**src/rtl/scroll_executor_pkg.sv**
```systemverilog
// rtl/scroll_executor_pkg.sv - shared console geometry, scroll request type and engine states
package scroll_executor_pkg;

  localparam int CONSOLE_LINES   = 30;
  localparam int CONSOLE_COLUMNS = 80;
  localparam int CELL_BITS       = 16;
  localparam int RAM_ADDR_BITS   = 12;
  localparam logic [15:0] BLANK_CELL_DEF = 16'h0020;

  // Request handed over by the cursor stage alongside scrollReady.
  typedef struct packed {
    logic       dir;     // 0 = up, 1 = down
    logic [7:0] step;
    logic [7:0] top;
    logic [7:0] bottom;
  } Scrolling_t;

  typedef enum logic [2:0] {
    IDLE,
    COPY,
    DRAIN,
    FILL,
    DONE
  } ScrollState_t;

endpackage

```
**src/rtl/scroll_executor_addr_gen.sv**
```systemverilog
// rtl/scroll_executor_addr_gen.sv - row-base plus column walker over a run of whole rows
module scroll_addr_gen #(
  parameter int COLUMNS = 80,
  parameter int ADDR_W  = 12
) (
  input  logic              clk,
  input  logic              rst,
  input  logic              load,
  input  logic [ADDR_W-1:0] load_base,
  input  logic [7:0]        load_rows,
  input  logic              load_dir,
  input  logic              advance,
  output logic [ADDR_W-1:0] addr,
  output logic              last
);

  localparam int COL_W = $clog2(COLUMNS);
  localparam logic [COL_W-1:0]  COL_MAX  = COL_W'(COLUMNS - 1);
  localparam logic [ADDR_W-1:0] ROW_STEP = ADDR_W'(COLUMNS);

  logic [ADDR_W-1:0] base;
  logic [COL_W-1:0]  col;
  logic [7:0]        rows_left;
  logic              dir;

  always_ff @(posedge clk) begin
    if (rst) begin
      base      <= '0;
      col       <= '0;
      rows_left <= '0;
      dir       <= 1'b0;
    end else if (load) begin
      base      <= load_base;
      col       <= '0;
      rows_left <= load_rows;
      dir       <= load_dir;
    end else if (advance) begin
      if (col == COL_MAX) begin
        // Row finished: step the base one row in the walk direction.
        col       <= '0;
        rows_left <= rows_left - 8'd1;
        base      <= dir ? (base - ROW_STEP) : (base + ROW_STEP);
      end else begin
        col <= col + 1'b1;
      end
    end
  end

  assign addr = base + ADDR_W'(col);
  assign last = (col == COL_MAX) && (rows_left == 8'd1);

endmodule

```
**src/rtl/scroll_executor.sv**
```systemverilog
// rtl/scroll_executor.sv - moves whole rows inside the character RAM and blank-fills the vacated rows
module scroll_executor
  import scroll_executor_pkg::*;
#(
  parameter int LINES   = CONSOLE_LINES,
  parameter int COLUMNS = CONSOLE_COLUMNS,
  parameter int CELL_W  = CELL_BITS,
  parameter logic [CELL_W-1:0] BLANK_CELL = CELL_W'(BLANK_CELL_DEF),
  parameter int ADDR_W  = RAM_ADDR_BITS
) (
  input  logic              clk,
  input  logic              rst,
  input  logic              scroll_start,
  input  Scrolling_t        scroll,
  output logic              busy,
  output logic              done,
  output logic [ADDR_W-1:0] ram_raddr,
  input  logic [CELL_W-1:0] ram_rdata,
  output logic              ram_we,
  output logic [ADDR_W-1:0] ram_waddr,
  output logic [CELL_W-1:0] ram_wdata
);

  localparam logic [ADDR_W-1:0] COLS_VEC = ADDR_W'(COLUMNS);

  // Shift-and-add against the constant COLUMNS; only used when a request is accepted.
  function automatic logic [ADDR_W-1:0] row_base(input logic [7:0] row);
    logic [ADDR_W-1:0] acc;
    acc = '0;
    for (int i = 0; i < ADDR_W; i++) begin
      if (COLS_VEC[i]) acc = acc + (ADDR_W'(row) << i);
    end
    return acc;
  endfunction

  ScrollState_t state, next_state;

  logic [7:0] span, n_rows, copy_rows;
  logic [7:0] dst_row, src_row, fill_row;
  logic       degenerate, has_copy, accept;

  logic [7:0]        n_q;
  logic [ADDR_W-1:0] fill_base_q;

  logic              we_q, fill_q, wlast_q, fill_go;
  logic [ADDR_W-1:0] waddr_q;

  logic              src_load, src_last;
  logic [ADDR_W-1:0] src_addr;
  logic              dst_load, dst_dir, dst_adv, dst_last;
  logic [7:0]        dst_rows;
  logic [ADDR_W-1:0] dst_base, dst_addr;
  logic              fill_issue;

  always_comb begin
    span       = scroll.bottom - scroll.top + 8'd1;
    n_rows     = (scroll.step < span) ? scroll.step : span;
    copy_rows  = span - n_rows;
    degenerate = (scroll.step == 8'd0) || (scroll.top > scroll.bottom) ||
                 (scroll.bottom >= 8'(LINES));
    has_copy   = (copy_rows != 8'd0);
    accept     = (state == IDLE) && scroll_start;
    if (!scroll.dir) begin
      dst_row  = scroll.top;
      src_row  = scroll.top + n_rows;
      fill_row = scroll.bottom - n_rows + 8'd1;
    end else begin
      dst_row  = scroll.bottom;
      src_row  = scroll.bottom - n_rows;
      fill_row = scroll.top;
    end
  end

  always_ff @(posedge clk) begin
    if (rst) state <= IDLE;
    else     state <= next_state;
  end

  always_comb begin
    next_state = state;
    case (state)
      IDLE: begin
        if (accept) begin
          if (degenerate)    next_state = DONE;
          else if (has_copy) next_state = COPY;
          else               next_state = FILL;
        end
      end
      COPY:    if (src_last) next_state = DRAIN;
      DRAIN:   next_state = FILL;
      FILL:    if (we_q && wlast_q) next_state = DONE;
      DONE:    next_state = IDLE;
      default: next_state = IDLE;
    endcase
  end

  // The destination walker is reused for the fill run once the copy run ends.
  always_comb begin
    fill_issue = fill_go && ((state == DRAIN) || (state == FILL));
    src_load   = accept && !degenerate && has_copy;
    dst_load   = (accept && !degenerate) || ((state == COPY) && src_last);
    dst_adv    = (state == COPY) || fill_issue;
    if (accept && has_copy) begin
      dst_base = row_base(dst_row);
      dst_rows = copy_rows;
      dst_dir  = scroll.dir;
    end else if (accept) begin
      dst_base = row_base(fill_row);
      dst_rows = n_rows;
      dst_dir  = 1'b0;
    end else begin
      dst_base = fill_base_q;
      dst_rows = n_q;
      dst_dir  = 1'b0;
    end
  end

  scroll_addr_gen #(.COLUMNS(COLUMNS), .ADDR_W(ADDR_W)) u_src_gen (
    .clk       (clk),
    .rst       (rst),
    .load      (src_load),
    .load_base (row_base(src_row)),
    .load_rows (copy_rows),
    .load_dir  (scroll.dir),
    .advance   (state == COPY),
    .addr      (src_addr),
    .last      (src_last)
  );

  scroll_addr_gen #(.COLUMNS(COLUMNS), .ADDR_W(ADDR_W)) u_dst_gen (
    .clk       (clk),
    .rst       (rst),
    .load      (dst_load),
    .load_base (dst_base),
    .load_rows (dst_rows),
    .load_dir  (dst_dir),
    .advance   (dst_adv),
    .addr      (dst_addr),
    .last      (dst_last)
  );

  // Write stage: every write is staged one cycle before it reaches the RAM port.
  always_ff @(posedge clk) begin
    if (rst) begin
      we_q        <= 1'b0;
      fill_q      <= 1'b0;
      wlast_q     <= 1'b0;
      fill_go     <= 1'b0;
      waddr_q     <= '0;
      n_q         <= '0;
      fill_base_q <= '0;
    end else begin
      we_q    <= 1'b0;
      wlast_q <= 1'b0;
      if (accept && !degenerate) begin
        n_q         <= n_rows;
        fill_base_q <= row_base(fill_row);
        fill_go     <= !has_copy;
      end
      if (state == COPY) begin
        we_q    <= 1'b1;
        fill_q  <= 1'b0;
        waddr_q <= dst_addr;
        if (src_last) fill_go <= 1'b1;
      end
      if (fill_issue) begin
        we_q    <= 1'b1;
        fill_q  <= 1'b1;
        waddr_q <= dst_addr;
        wlast_q <= dst_last;
        if (dst_last) fill_go <= 1'b0;
      end
    end
  end

  assign busy      = (state != IDLE);
  assign done      = (state == DONE);
  assign ram_raddr = (state == COPY) ? src_addr : '0;
  assign ram_we    = we_q;
  assign ram_waddr = we_q ? waddr_q : '0;
  assign ram_wdata = !we_q ? '0 : (fill_q ? BLANK_CELL : ram_rdata);

endmodule

```
**config.mk**
```make
export PLATFORM = sky130hd
export DESIGN_NAME = scroll_executor
export DESIGN_NICKNAME = d
export VERILOG_FILES = /design/src/rtl/scroll_executor_pkg.sv /design/src/rtl/scroll_executor_addr_gen.sv /design/src/rtl/scroll_executor.sv
export SDC_FILE = /design/constraint.sdc
export NUM_CORES = 1
export LEC_CHECK = 0
export ABC_AREA = 0
export ABC_CLOCK_PERIOD_IN_PS = 8300
export BUFFER_PORTS_ARGS = -buffer_cell sky130_fd_sc_hd__buf_2
export CAP_MARGIN = 15
export CORE_AREA = 2 2 130 132
export CTS_CLUSTER_SIZE = 30
export DETAILED_ROUTE_END_ITERATION = 8
export DIE_AREA = 0 0 132 134
export GPL_ROUTABILITY_DRIVEN = 0
export PLACE_DENSITY = 0.84
export SYNTH_ARGS = -nofsm -noshare
export SYNTH_HDL_FRONTEND = slang
export SYNTH_HIERARCHICAL = 1
export SYNTH_SLANG_ARGS = --single-unit
export TNS_END_PERCENT = 100
```
**constraint.sdc**
```tcl
create_clock -name clk -period 8.3 [get_ports clk]
set_input_delay 0.83 -clock clk [delete_from_list [all_inputs] [get_ports clk]]
set_output_delay 0.83 -clock clk [all_outputs]
set_load 0.02 [all_outputs]
```
Word level (Yosys, flattened, before mapping) --
Index checks and enable logic that the tools add are counted.
Storage, ports and cells: register bits 95, bits of input ports 44, output and inout bits 43, logic and storage cells 133
Operators by class: add/subtract/negate cells 20, magnitude comparators 3, eq/ne operators 11, mux-type cells 51, bitwise operators 1, reduce and logical (&&, ||, !) cells 31
Operators with widths (number):
- two-way mux 12 bit | 19
- two-way mux 8 bit | 12
- adder 12 bit | 4
- two-way mux 16 bit | 2
- adder 12 x 7 -> 12 bit | 2
- adder 12 x 7 -> 12 bit (second input constant) | 2
- subtractor 12 x 7 -> 12 bit (second input constant) | 2
- subtractor 8 bit | 3
- adder 8 x 1 -> 8 bit (second input constant) | 2
- == test 8 x 1 -> 1 bit (second input constant) | 2
- subtractor 8 x 1 -> 8 bit (second input constant) | 2
- adder 7 x 1 -> 7 bit (second input constant) | 2
- == test 7 bit (second input constant) | 2
- two-way mux 7 bit | 2
- two-way mux 3 bit | 4
- one-hot mux 3 bit (4 select lines) | 1
- two-way mux 1 bit | 10
- nonzero test 2 bit | 5
- logical AND 1 bit | 9
- adder 8 bit | 1
- >= comparator 8 x 5 -> 1 bit (second input constant) | 1
- greater-than comparator 8 bit | 1
- zero test 8 bit | 1
- < comparator 8 bit | 1
- 14 further kinds | 25

Longest topological paths before layout --
word-level depth 13, depth in mapped cells 41

By module --
The synthesis kept the hierarchy.
Modules (own cells, without submodules):
- scroll_executor | times used 1, cells each 661, area each 4957.3 µm²
- scroll_addr_gen at u_dst_gen | times used 1, cells each 245, area each 2026.9 µm²
- scroll_addr_gen at u_src_gen | times used 1, cells each 248, area each 2026.9 µm²

Least setup slack after synthesis --
Ideal clock, no wire load.
path type in2reg, start point input port scroll[2] (netlist bit), end point register u_dst_gen.base[11], setup time 0.086 ns, arrival 8.312 ns, data required time 8.214 ns, setup slack -0.098 ns, stages on the path 37, path buffers 3, path through clkbuf_1 > inv_1 > ha_1 > fa_1 > a21o_1 > a21oi_4 > o21bai_1 > a21oi_1 > xnor2_1 > inv_1 > ha_1 > and3b_1 > a2bb2oi_1 > or2_1 > buf_2 > a21oi_4 > clkbuf_1 > nand2_1 > o21ai_0 > ha_1 > inv_1 > ha_1 > or4_4 > maj3_1 > maj3_2 > xnor2_2 > xor2_1 > o21ai_0 > ha_1 > a21oi_1 > o21bai_1 > a21oi_1 > xnor2_1 > xnor2_1 > o21ai_1 > nand2_1 > a211oi_1
Between the ends: longest elaborated chain between the ends 13
RTL lines:
- from (decl) | line scroll_executor.sv:14 | input Scrolling_t scroll,
- subtractor 8 bit * | line scroll_executor.sv:56 | span = scroll.bottom - scroll.top + 8'd1;
- adder 8 x 1 -> 8 bit * | line scroll_executor.sv:56
- < comparator 8 bit * | line scroll_executor.sv:57 | n_rows = (scroll.step < span) ? scroll.step : span;
- two-way mux 8 bit * | line scroll_executor.sv:57
- net n_rows[0] | line scroll_executor.sv:38 | logic [7:0] span, n_rows, copy_rows;
- subtractor 8 bit | line scroll_executor.sv:66 | fill_row = scroll.bottom - n_rows + 8'd1;
- adder 8 x 1 -> 8 bit | line scroll_executor.sv:66
- two-way mux 8 bit | line scroll_executor.sv:63 | if (!scroll.dir) begin
- two-way mux 12 bit | line scroll_executor.sv:107 | end else if (accept) begin
- two-way mux 12 bit | line scroll_executor.sv:103 | if (accept && has_copy) begin
- adder 12 bit | line scroll_executor.sv:31 | if (COLS_VEC[i]) acc = acc + (ADDR_W'(row) << i);
- two-way mux 12 bit | line scroll_executor.sv:107
- two-way mux 12 bit * | line scroll_executor.sv:103
- net dst_base[11] | line scroll_executor.sv:52 | logic [ADDR_W-1:0] dst_base, dst_addr;
- two-way mux 12 bit * | line scroll_executor_addr_gen.sv:32 | end else if (load) begin
- to (signal assigned) | line scroll_executor_addr_gen.sv:33 | base <= load_base;
- to (signal assigned) | line scroll_executor_addr_gen.sv:42 | base <= dir ? (base - ROW_STEP) : (base + ROW_STEP);
- to (decl) | line scroll_executor_addr_gen.sv:21 | logic [ADDR_W-1:0] base;
Mark *: on every way through the listed nets, which the timed path passes. The rest lies on a longest branch. The select of a mux whose other input is x is not followed. A chain may end at the register's enable or synchronous reset.

Worst setup path after layout --
start point input port scroll[1] (netlist bit), end point register u_dst_gen.base[11]
Same word-level chain as after synthesis.

==> impl_results.md <==
* Setup Viol. Count Final at 0
* Critical Path RT at around 8600 ps
* # rows at 47
* Die Area at ~18000 um2
* Root buffer cell: clkbuf_16
* Final hold violation count at 0
* Syn avg cell area at 7.81 um2
* Status: complete, no violations
* # IOs at between 80 and 90
* Layout cells sized above 1 at 13.4%
* Core Footprint at approximately 16000 um2
* Leading register cell type out of synthesis: dfxtp_1
* Top area cells in the synthesized netlist: dfxtp_1 20%, ha_1 12%, xnor2_1 6.8%, mux2i_1 5.9%, nand2_1 4.7%
* Number of flops mapped to enable cells by yosys at 0
* Critical path's slowest cell: or4_4
* I/O Buffers at between 80 and 90
* Worst skew pair latency at ~350 ps
* Post-DP Area at a little under 10000 um2
* RSZ-0062 raised after global routing: false
* IR Drop Worst-Case VDD at 0.000129 V
* Largest area contributor in the synthesized netlist: dfxtp_1
* Routed WL per cell at ~15 um
* Area share of the largest cell type after synthesis at between 20% and 30%
* Final period util at a little over nine tenths
* Worst Path Max Fanout at 6
* DR vias/cell at between 5 and 6
* Worst Path Class, Setup: in2reg
* Crit-path most repeated cell: ha_1
* Top cells by count, synth: 114 x nand2_1, 103 x nor2_1, 91 x dfxtp_1, 88 x ha_1, 88 x inv_1
* Final instance area at 10000 um2
* DRT Pass-1 Iters at 5
* CTS Buf Count at 9
* Starting Density at a little under three fifths
* Mapped Area at ~9000 um2
* CP peak stage delay at 560 ps
* Worst-path clk slew at around 70 ps
* # nets final at about 1400
* Yosys cell types at 95
* Grt total ovfl at 0
* Leak at roughly 4.4 nW
* Tot GR Track Use at between 20% and 30%
* Initial drt markers at about 710
* Fillers at roughly 1400
* First-pass GRT wire length at approximately 38000 um
* Worst Path Buf+Inv at 6
* Clock sinks at a little over 90
* Routed wire length at 22500 um
* Residual DRC at 0
* Cells after Synth at about 1200
* Yosys warning count at 6
* Antenna cells at 0
* Via count at 8479
* Max-slew violations at 0
* Fin util at 61.7%
* Clock Skew at around 12 ps
* Routed Antenna Nets at 0
* Power per cell area at 209 nW/um2
* Fmax at roughly 130 MHz
* Post-synthesis sequential area ratio at ~20%
* Setup TNS at 0 ps
* Vias in the first global route at slightly above 8000
* Ys async rst share at 0%
* Initial antenna violation count at 0
* Chip Width at between 100 and 150 um
* Syn-to-layout area delta at 11.5%
* Critical path arrival at around 8000 ps
* Pin count of the biggest net entering global routing at 82
* Slew HR at 36.5%
* CTS Buffer Depth at 2
* CTS tree: done
* Crit end category: flip-flop
* H-tree Lvls at 3
* Crit path launch type: primary input
* Cell with the most instances after synthesis: nand2_1
* Max Cap Viol at 0
* DP Wirelength at between 15000 and 20000 um
* Slew @ Worst Pin at about 950 ps
* Flops & latches, synth at 91
* Die height at 134 um
* Minimum clock period at approximately 7800 ps
* Worst hold path class: reg2reg
* Cell family with most CP delay: adder cells
-- registers in the layout, indices dropped and copies added, names as in the netlist --
register and flops:
fill_base_q 8, fill_go 1, fill_q 1, n_q 8, ram_we 1, state 3
u_dst_gen/base 12, u_dst_gen/col 7, u_dst_gen/dir 1, u_dst_gen/rows_left 8, u_src_gen/base 12, u_src_gen/col 7
u_src_gen/dir 1, u_src_gen/rows_left 8, waddr_q 12, wlast_q 1
-- per-layer routing --
metal,global-route usage [%],part of all wire (%),vias to the layer above
met1,32.6,44,3932
met2,44.0,47,325
met4,9.84,2.9,0
met5,0,0,-
li1,-,-,4174
met3,2.76,5.9,48
-- cell families after synthesis --
kind of cell               Yosys count  share of synthesized area (%)
and+or+nand+nor                    401                           22.7
adders and majority gates          101                           14.8
buffers and inverters              139                           6.29
muxes                               56                           6.26
other                                1                         0.0416
DFF                                 91                           20.2
AOI/OAI and AO/OA                  263                           19.5
xor gates and xnor gates           102                           10.2
-- path summary, 6_finish.rpt --
path | slack, ps | cells past startpoint | end | start
worst max-delay path | 460 | 38 | u_dst_gen/base[11] | scroll[1]
worst min-delay path | 490 | 2 | fill_base_q[9] | fill_base_q[9]
worst max register to register | 4620 | 8 | u_dst_gen/base[11] | state[1]
worst min register to register | 490 | 2 | fill_base_q[9] | fill_base_q[9]
-- power breakdown --
part	switching [mW]	internal (mW)	leakage, nW
combinational	0.692	0.516	3.50
sequential	0.0143	0.448	0.735
clock	0.189	0.240	0.153
-- timing repair --
item	4_1_cts	5_1_grt
hold buffers	0	0
endpoints found under the setup margin	0	3
gates resized for setup	0	7
buffers inserted	0	3
-- stage by stage --
step	power, mW	setup WS (ps)	std cells	hold slack (ps)
floorplan	1.35	4.56	1161	451
global placement	1.59	300	1438	461
detailed placement	1.63	79.3	1438	476
CTS	2.05	398	1454	490
global route	2.24	3.41	1457	502
finish	2.10	456	1457	489
-- area by class of cell --
class / count / area [um2] / area share [%]
Multi-Input combinational cell: 931 / 6690 / 66.6
Sequential cell: 91 / 1820 / 18.1
Timing Repair Buffer: 108 / 608 / 6.05
Inverter: 91 / 342 / 3.40
Tap cell: 220 / 275 / 2.74
Clock buffer: 9 / 225 / 2.24
Clock inverter: 7 / 81.3 / 0.810
-- cell usage in the layout, fill, tap and decap left out, drive strengths merged, types with 47 or more instances in the layout --
master / Yosys / final
mux2i: 53 / 53
and2: 47 / 47
xnor2: 72 / 72
o21ai: 55 / 55
nor2: 105 / 105
dfxtp: 91 / 91
buf: 13 / 108
a21oi: 85 / 85
inv: 90 / 95
ha: 88 / 88
nand2: 116 / 116
-- worst register-to-register path, stage by stage (launching register included) --
cell,delay (ps)
dfxtp_1,430
nor3_1,410
and3_1,860
a21o_1,780
inv_2,390
nand2_1,220
o21ai_0,100
mux2_2,270
a211oi_1,150
(Power assumes the default switching activity.)
